<file path="config.mk">
export PLATFORM = sky130hd
export DESIGN_NAME = serial_subtractor
export DESIGN_NICKNAME = d
export VERILOG_FILES = /design/src/rtl/serial_subtractor.sv
export SDC_FILE = /design/constraint.sdc
export NUM_CORES = 1
export LEC_CHECK = 0
export ABC_AREA = 1
export CAP_MARGIN = 20
export CORE_ASPECT_RATIO = 0.7
export CORE_MARGIN = 8
export CORE_UTILIZATION = 40
export DETAILED_ROUTE_END_ITERATION = 7
export GPL_TIMING_DRIVEN = 0
export PLACE_DENSITY = 0.67
export SYNTH_ARGS = -nofsm -noshare
export SYNTH_HDL_FRONTEND = slang
export SYNTH_SLANG_ARGS = --single-unit
</file>
<file path="constraint.sdc">
create_clock -name clk -period 1.95 [get_ports clk]
set_input_delay 0.39 -clock clk [delete_from_list [all_inputs] [get_ports clk]]
set_output_delay 0.39 -clock clk [all_outputs]
set_load 0.03 [all_outputs]
</file>
<file path="src/rtl/serial_subtractor.sv">
// Bit-serial subtractor: computes a - b - bin one bit per cycle, LSB first.
// Latency: start accepted at edge T, done high after edge T+WIDTH for one cycle.
// Backpressure: none; start is ignored while busy, nothing is queued.
module serial_subtractor #(
  parameter int WIDTH = 8
) (
  input  logic             clk,
  input  logic             rst,
  input  logic             start,
  input  logic [WIDTH-1:0] a,
  input  logic [WIDTH-1:0] b,
  input  logic             bin,
  output logic             busy,
  output logic             done,
  output logic [WIDTH-1:0] diff,
  output logic             bout,
  output logic             overflow
);

  typedef enum logic [1:0] {
    IDLE  = 2'd0,
    SHIFT = 2'd1,
    DONE  = 2'd2
  } state_t;

  localparam int CW = (WIDTH > 2) ? $clog2(WIDTH) : 1;
  localparam logic [CW-1:0] LAST_BIT = CW'(WIDTH - 1);

  state_t           state_q, state_d;
  logic [WIDTH-1:0] a_sr_q, a_sr_d;
  logic [WIDTH-1:0] b_sr_q, b_sr_d;
  logic [WIDTH-1:0] res_q, res_d;
  logic [WIDTH-1:0] diff_q, diff_d;
  logic [CW-1:0]    cnt_q, cnt_d;
  logic             br_q, br_d;
  logic             a_sign_q, a_sign_d;
  logic             b_sign_q, b_sign_d;
  logic             bout_q, bout_d;
  logic             ovf_q, ovf_d;

  // One full-subtractor slice on the current operand LSBs.
  logic d_bit;
  logic br_nxt;
  always_comb begin
    d_bit  = a_sr_q[0] ^ b_sr_q[0] ^ br_q;
    br_nxt = (~a_sr_q[0] & b_sr_q[0]) | (~(a_sr_q[0] ^ b_sr_q[0]) & br_q);
  end

  // Next-state and datapath updates; results only move on the final shift.
  always_comb begin
    state_d  = state_q;
    a_sr_d   = a_sr_q;
    b_sr_d   = b_sr_q;
    res_d    = res_q;
    diff_d   = diff_q;
    cnt_d    = cnt_q;
    br_d     = br_q;
    a_sign_d = a_sign_q;
    b_sign_d = b_sign_q;
    bout_d   = bout_q;
    ovf_d    = ovf_q;
    case (state_q)
      IDLE: begin
        if (start) begin
          state_d  = SHIFT;
          a_sr_d   = a;
          b_sr_d   = b;
          br_d     = bin;
          cnt_d    = '0;
          a_sign_d = a[WIDTH-1];
          b_sign_d = b[WIDTH-1];
        end
      end
      SHIFT: begin
        a_sr_d = a_sr_q >> 1;
        b_sr_d = b_sr_q >> 1;
        br_d   = br_nxt;
        res_d  = {d_bit, res_q[WIDTH-1:1]};
        cnt_d  = cnt_q + 1'b1;
        if (cnt_q == LAST_BIT) begin
          state_d = DONE;
          diff_d  = {d_bit, res_q[WIDTH-1:1]};
          bout_d  = br_nxt;
          // The final bit shifted in is the result sign bit.
          ovf_d   = (a_sign_q != b_sign_q) & (d_bit != a_sign_q);
        end
      end
      DONE: begin
        state_d = IDLE;
      end
      default: begin
        state_d = IDLE;
      end
    endcase
  end

  // State and datapath registers with synchronous reset.
  always_ff @(posedge clk) begin
    if (rst) begin
      state_q  <= IDLE;
      a_sr_q   <= '0;
      b_sr_q   <= '0;
      res_q    <= '0;
      diff_q   <= '0;
      cnt_q    <= '0;
      br_q     <= 1'b0;
      a_sign_q <= 1'b0;
      b_sign_q <= 1'b0;
      bout_q   <= 1'b0;
      ovf_q    <= 1'b0;
    end else begin
      state_q  <= state_d;
      a_sr_q   <= a_sr_d;
      b_sr_q   <= b_sr_d;
      res_q    <= res_d;
      diff_q   <= diff_d;
      cnt_q    <= cnt_d;
      br_q     <= br_d;
      a_sign_q <= a_sign_d;
      b_sign_q <= b_sign_d;
      bout_q   <= bout_d;
      ovf_q    <= ovf_d;
    end
  end

  assign busy     = (state_q != IDLE);
  assign done     = (state_q == DONE);
  assign diff     = diff_q;
  assign bout     = bout_q;
  assign overflow = ovf_q;

endmodule

</file>
==> flow_summary.json, run 1 <==
{
  "cts_made_buffers": 5,
  "ys_warn_count": 0,
  "whs_path_depth": 2,
  "critPathMaxFanout": 2,
  "holdPathEnd": "diff[0]",
  "port_buffers": 30,
  "fmax_mhz": 586.4,
  "avgViaCountPerCell": 4.585,
  "layout_setup_ws_ps": 244.8,
  "ff2ff_path_depth": 6,
  "path_delay_family": "buffers and inverters",
  "synth_edf_count": 0,
  "seq_area_um2": 820.8,
  "first_global_vias": 1435,
  "drc": 0,
  "overflow": 0,
  "synthArstFlopShare_pct": 0,
  "cts_num_sinks": 41,
  "n_antenna_cell": 0,
  "layout.nets": 316,
  "hp-start": "rst",
  "cts_hold_buf": 0,
  "ys_ff_latch": 41,
  "synthTopCellsByCount": "nand2_1, nor2_1, dfxtp_1, inv_1, o21ai_0",
  "drv_cap": 0,
  "post-synth-top-count-cell": "nand2_1",
  "die-area_um2": 6892,
  "final_util_pct": 52.88,
  "die_h_um": 71.90,
  "root_buffer": "clkbuf_8",
  "ant_nets": 0,
  "yosys_most_used_dff": "dfxtp_1",
  "power_frac_clock_pct": 37.6,
  "internal-power_uw": 1423,
  "synth.largest_area_cell": "dfxtp_1",
  "final_max_slew_viol_count": 0,
  "rsz0062_at_grt": "no",
  "critPathArrivalTime_ps": 1320,
  "clockBufferDepth": 2,
  "power_leakage_uw": 0.001039,
  "cp-start-kind": "flip-flop",
  "p_sw_uw": 470.4,
  "insertion_delay_ps": 300,
  "crit_slowest_cell": "clkdlybuf4s50_1",
  "synthCells": 256,
  "r2r-start": "cnt_q[0]",
  "core.rowCount": 20,
  "firstDrtPassIters": 4,
  "finalWirelength_um": 4018,
  "synth_area_per_cell_um2": 6.974,
  "place_ws_ps": 276.0,
  "yosysUniqueCellTypes": 21,
  "n_fill_cell": 434,
  "multiInputGateArea_um2": 763.2,
  "yosys-top-cells-area": "dfxtp_1, nand2_1, nor2_1",
  "crit_type": "flip-flop to output port",
  "sw_frac_of_total_pct": 24.85,
  "max_stage_delay_ps": 670,
  "clkSlewWorstSetupHoldPaths_ps": 80,
  "finalSetupViolations": 0,
  "crit_required_ps": 1560,
  "period_share_pct": 87.45,
  "crit_buf_inv": 1,
  "postCtsSetupRepairBufs": 0,
  "start_util_pct": 41.48,
  "slew-limit-headroom_pct": 68.40,
  "synthToLayoutAreaGrowth_pct": 27.47,
  "comb_power_share_pct": 14.6,
  "fin_skew_ps": 6.232,
  "cts_tree": "yes",
  "min_period_ps": 1705,
  "tightestPinTransition_ps": 474.1,
  "dp_hpwl_um": 2941,
  "peakVddDrop_v": 0.0005670,
  "grt_use_total_pct": 12.48,
  "antenna_found_initial": 0,
  "drt-initial-drc-count": 93,
  "hold_viol": 0,
  "min_path_type": "input port to flip-flop",
  "crit_chain": "clkdlybuf4s50_1",
  "cellPowerDensity_nw_per_um2": 831.8,
  "yosys.area.top_type_share_pct": 45.97,
  "pwr-share-seq_pct": 47.9,
  "syn_nets": 279,
  "ys_seq_area_share_pct": 45.97,
  "rr_endpoint": "diff[2]",
  "grt_first_pass_wirelength_um": 6679,
  "vias": 1600,
  "setup_tns_ps": 0,
  "ioPinCount": 32,
  "wire_per_inst_um": 11.51,
  "status": "finished clean",
  "netlist_area_um2": 1785,
  "layout-drive-gt1-share_pct": 8.163,
  "h-tree-depth": 2,
  "gp_congestion": 0.7436,
  "core_area_um2": 4304,
  "end_kind": "output port",
  "rrSetupSlack_ps": 550,
  "grt_max_degree": 13,
  "die_w_um": 95.86
}
power by group through the flow:
stage / Sequential (uW) / Combinational (uW) / Clock, uW
after floorplan: 922 / 190 / 0
after global placement: 925 / 273 / 0
after detailed placement: 926 / 276 / 0
after CTS: 906 / 279 / 719
after global routing: 912 / 314 / 757
final: 906 / 276 / 711
routing by layer:
| metal | up-vias | track usage (%) | share of wire (%) |
|---|---|---|---|
| li1 | 856 | - | - |
| met1 | 705 | 16.55 | 52 |
| met2 | 31 | 18.06 | 41 |
| met3 | 8 | 3.505 | 5.7 |
| met4 | 0 | 6.112 | 2.0 |
| met5 | - | 0 | 0 |
cell usage in the layout, fill, tap and decap left out, types with 4 or more instances in the layout:
| cell | count |
|---|---|
| dfxtp_1 | 41 |
| nand2_1 | 75 |
| o21ai_0 | 18 |
| buf_4 | 5 |
| nor2_1 | 44 |
| a21oi_1 | 17 |
| o21ai_1 | 4 |
| clkbuf_8 | 6 |
| nand3_1 | 7 |
| inv_1 | 27 |
| clkdlybuf4s50_1 | 28 |
| buf_2 | 4 |
flip-flops by register name (all words and copies together), names as in the netlist, 2 cells and up:
name / cells
state_q: 2
res_q: 7
a_sr_q: 8
diff: 8
b_sr_q: 8
cnt_q: 3
cells by family after synthesis:
family,Yosys count,synth area share (%)
compound gates,41,12.26
fa+ha+maj,3,2.523
flops,41,45.97
buf+inv,43,11.28
simple gates,128,27.96
final cells by class:
cell class,instances,share of cell area (%)
Buffer,13,3.903
Clock buffer,7,3.793
Clock inverter,1,1.319
Inverter,30,4.948
Multi-Input combinational cell,172,33.53
Sequential cell,41,36.06
Tap cell,55,3.024
Timing Repair Buffer,30,13.41
timing repair:
item | in CTS | in global routing
resized for setup | 0 | 2
hold endpoints to repair | 0 | 0
endpoints found under the setup margin | 0 | 2
worst max-delay path by stage:
stage                     startpoint         to  slack, ps  cells after the start
after detailed placement       start  b_sr_q[5]        280                      6
after floorplan           state_q[1]       done        710                      2
after CTS                 state_q[1]       done          2                      3
final                           bout       bout        240                      1
after global routing         diff[5]    diff[5]        210                      1
after global placement         start  a_sr_q[6]        270                      6
stage by stage:
step           hold slack [ps]  cell area, um^2  power [uW]  instances
2_1_floorplan            436.2             1785        1112        256
3_3_place_gp             451.9             2155        1198        341
3_5_place_dp             456.2             2155        1202        341
4_1_cts                  347.4             2271        1903        349
5_1_grt                  363.7             2276        1982        349
6_report                 346.9             2276        1893        349
Note: power is estimated with default switching activity, not from simulation.
==> run 2, diff against run 1 <==
- SKIP_LAST_GASP: unset -> 1
==> results of run 2 <==
The final DEF is identical to that of run 1; final timing and power are the same.
==> run 3, diff against run 2 <==
- CELL_PAD_IN_SITES_DETAIL_PLACEMENT: unset -> 1
- CELL_PAD_IN_SITES_GLOBAL_PLACEMENT: unset -> 2
- CORE_UTILIZATION: 40 -> 30
- PLACE_DENSITY: 0.67 -> 0.85
==> run 3 against run 2 <==
Compared with the run above: worst hold slack gained 14 ps; count of clock-buffer cells in the layout stayed put; flip-flop and latch count did not move; critical endpoint unchanged; largest cell class unchanged.
==> flow_summary.json, run 3 (synthesized netlist as in run 1, its figures left out) <==
{
  "core.rowCount": 23,
  "rsz0062_at_grt": "no",
  "critPathMaxFanout": 2,
  "crit_required_ps": 1560,
  "antenna_found_initial": 0,
  "synthToLayoutAreaGrowth_pct": 27.82,
  "final_common_cell": "nand2_1",
  "ant_nets": 0,
  "finalWirelength_um": 4798,
  "critPathArrivalTime_ps": 1320,
  "cp-start-kind": "flip-flop",
  "dr_wl_met3_um": 116,
  "end_kind": "output port",
  "clockBufferDepth": 2,
  "avgViaCountPerCell": 4.371,
  "finalSetupViolations": 0,
  "min_path_type": "input port to flip-flop",
  "die-area_um2": 8715,
  "cts_hold_buf": 0,
  "insertion_delay_ps": 300,
  "fmax_mhz": 583.9,
  "worst_hold_slack_ps": 361.3,
  "tightestPinTransition_ps": 555.2,
  "vias": 1613,
  "power_leakage_uw": 0.001024,
  "die_w_um": 108.2,
  "wl_met1_um": 2505,
  "status": "finished clean",
  "dpl-instance-area_um2": 2180,
  "met2_length_um": 2090,
  "cts_tree": "yes",
  "hold_viol": 0,
  "layout.nets": 316,
  "min_period_ps": 1713,
  "crit_type": "flip-flop to output port",
  "power.total_uw": 1812,
  "multiInputGateArea_um2": 763.2,
  "root_buffer": "clkbuf_8",
  "crit_buf_inv": 1,
  "final_max_slew_viol_count": 0,
  "max_stage_delay_ps": 690,
  "setup_tns_ps": 0,
  "drt-initial-drc-count": 39,
  "crit_chain": "clkdlybuf4s50_1",
  "place_inst": 361,
  "cts_num_sinks": 41,
  "postCtsSetupRepairBufs": 0,
  "crit_slowest_cell": "clkdlybuf4s50_1",
  "slew-limit-headroom_pct": 62.98,
  "peakVddDrop_v": 0.0003177,
  "dp_hpwl_um": 3618,
  "drc": 0,
  "layout-drive-gt1-share_pct": 8.503,
  "cellPowerDensity_nw_per_um2": 793.8,
  "h-tree-depth": 2,
  "fin_cells": 369,
  "overflow": 0,
  "core_area_um2": 5727,
  "period_share_pct": 87.82,
  "fin_skew_ps": 2.792,
  "grt_max_degree": 13,
  "wire_per_inst_um": 13.00,
  "firstDrtPassIters": 4,
  "final_cell_mix": "nand2_1, nor2_1, dfxtp_1",
  "cts_made_buffers": 5,
  "grt_first_pass_wirelength_um": 8079,
  "highest_layer": "met4",
  "final_area_um2": 2282,
  "gp_congestion": 0.7142,
  "ioPinCount": 32,
  "n_antenna_cell": 0,
  "path_delay_family": "buffers and inverters",
  "port_buffers": 30,
  "grt_use_total_pct": 11.89,
  "n_fill_cell": 734,
  "drv_cap": 0,
  "seq_area_um2": 820.8,
  "clkSlewWorstSetupHoldPaths_ps": 80,
  "die_h_um": 80.55,
  "start_util_pct": 31.18,
  "first_global_vias": 1664
}
## run 3: worst paths after layout
check | start | endpoint | slack (ps) | cells past startpoint
setup / recovery | bout | bout | 240 | 1
hold / removal | rst | diff[0] | 360 | 2
setup reg to reg | b_sr_q[0] | overflow | 560 | 7
hold reg to reg | res_q[1] | diff[0] | 460 | 2
## run 3: stage by stage
| stage | utilization [%] | worst slack [ps] |
|---|---|---|
| after global placement | 38.06 | 247.2 |
| after global routing | 39.85 | 154.8 |
| after floorplan | - | 713.3 |
| final | 39.85 | 237.5 |
| after detailed placement | 38.06 | 249.9 |
| after CTS | 39.81 | 3.531 |
## run 3: final cells by class
class,count,share of cell area (%)
flip-flops and latches,41,35.96
multi-input cells,172,33.44
repair buffers,30,13.21
inverters,30,4.934
clock buffers,7,4.221
well taps,75,4.112
plain buffers,13,3.893
clock inverters,1,0.2193
## run 3: where the power goes
| group | switching, uW | internal (uW) | leakage (uW) |
|---|---|---|---|
| logic | 166 | 118 | 0.000634 |
| clock network | 300 | 320 | 0.0000542 |
| registers | 21.6 | 886 | 0.000336 |
## run 3: routing by layer
layer	global-route usage, %	vias to the layer above
met2	17.80	16
li1	-	855
met4	5.379	0
met3	2.398	8
met5	0	-
met1	16.03	734
## run 3: timing repair
action	4_1_cts	5_1_grt
setup endpoints to repair	1	1
gates cloned	0	0
gates resized for setup	1	1
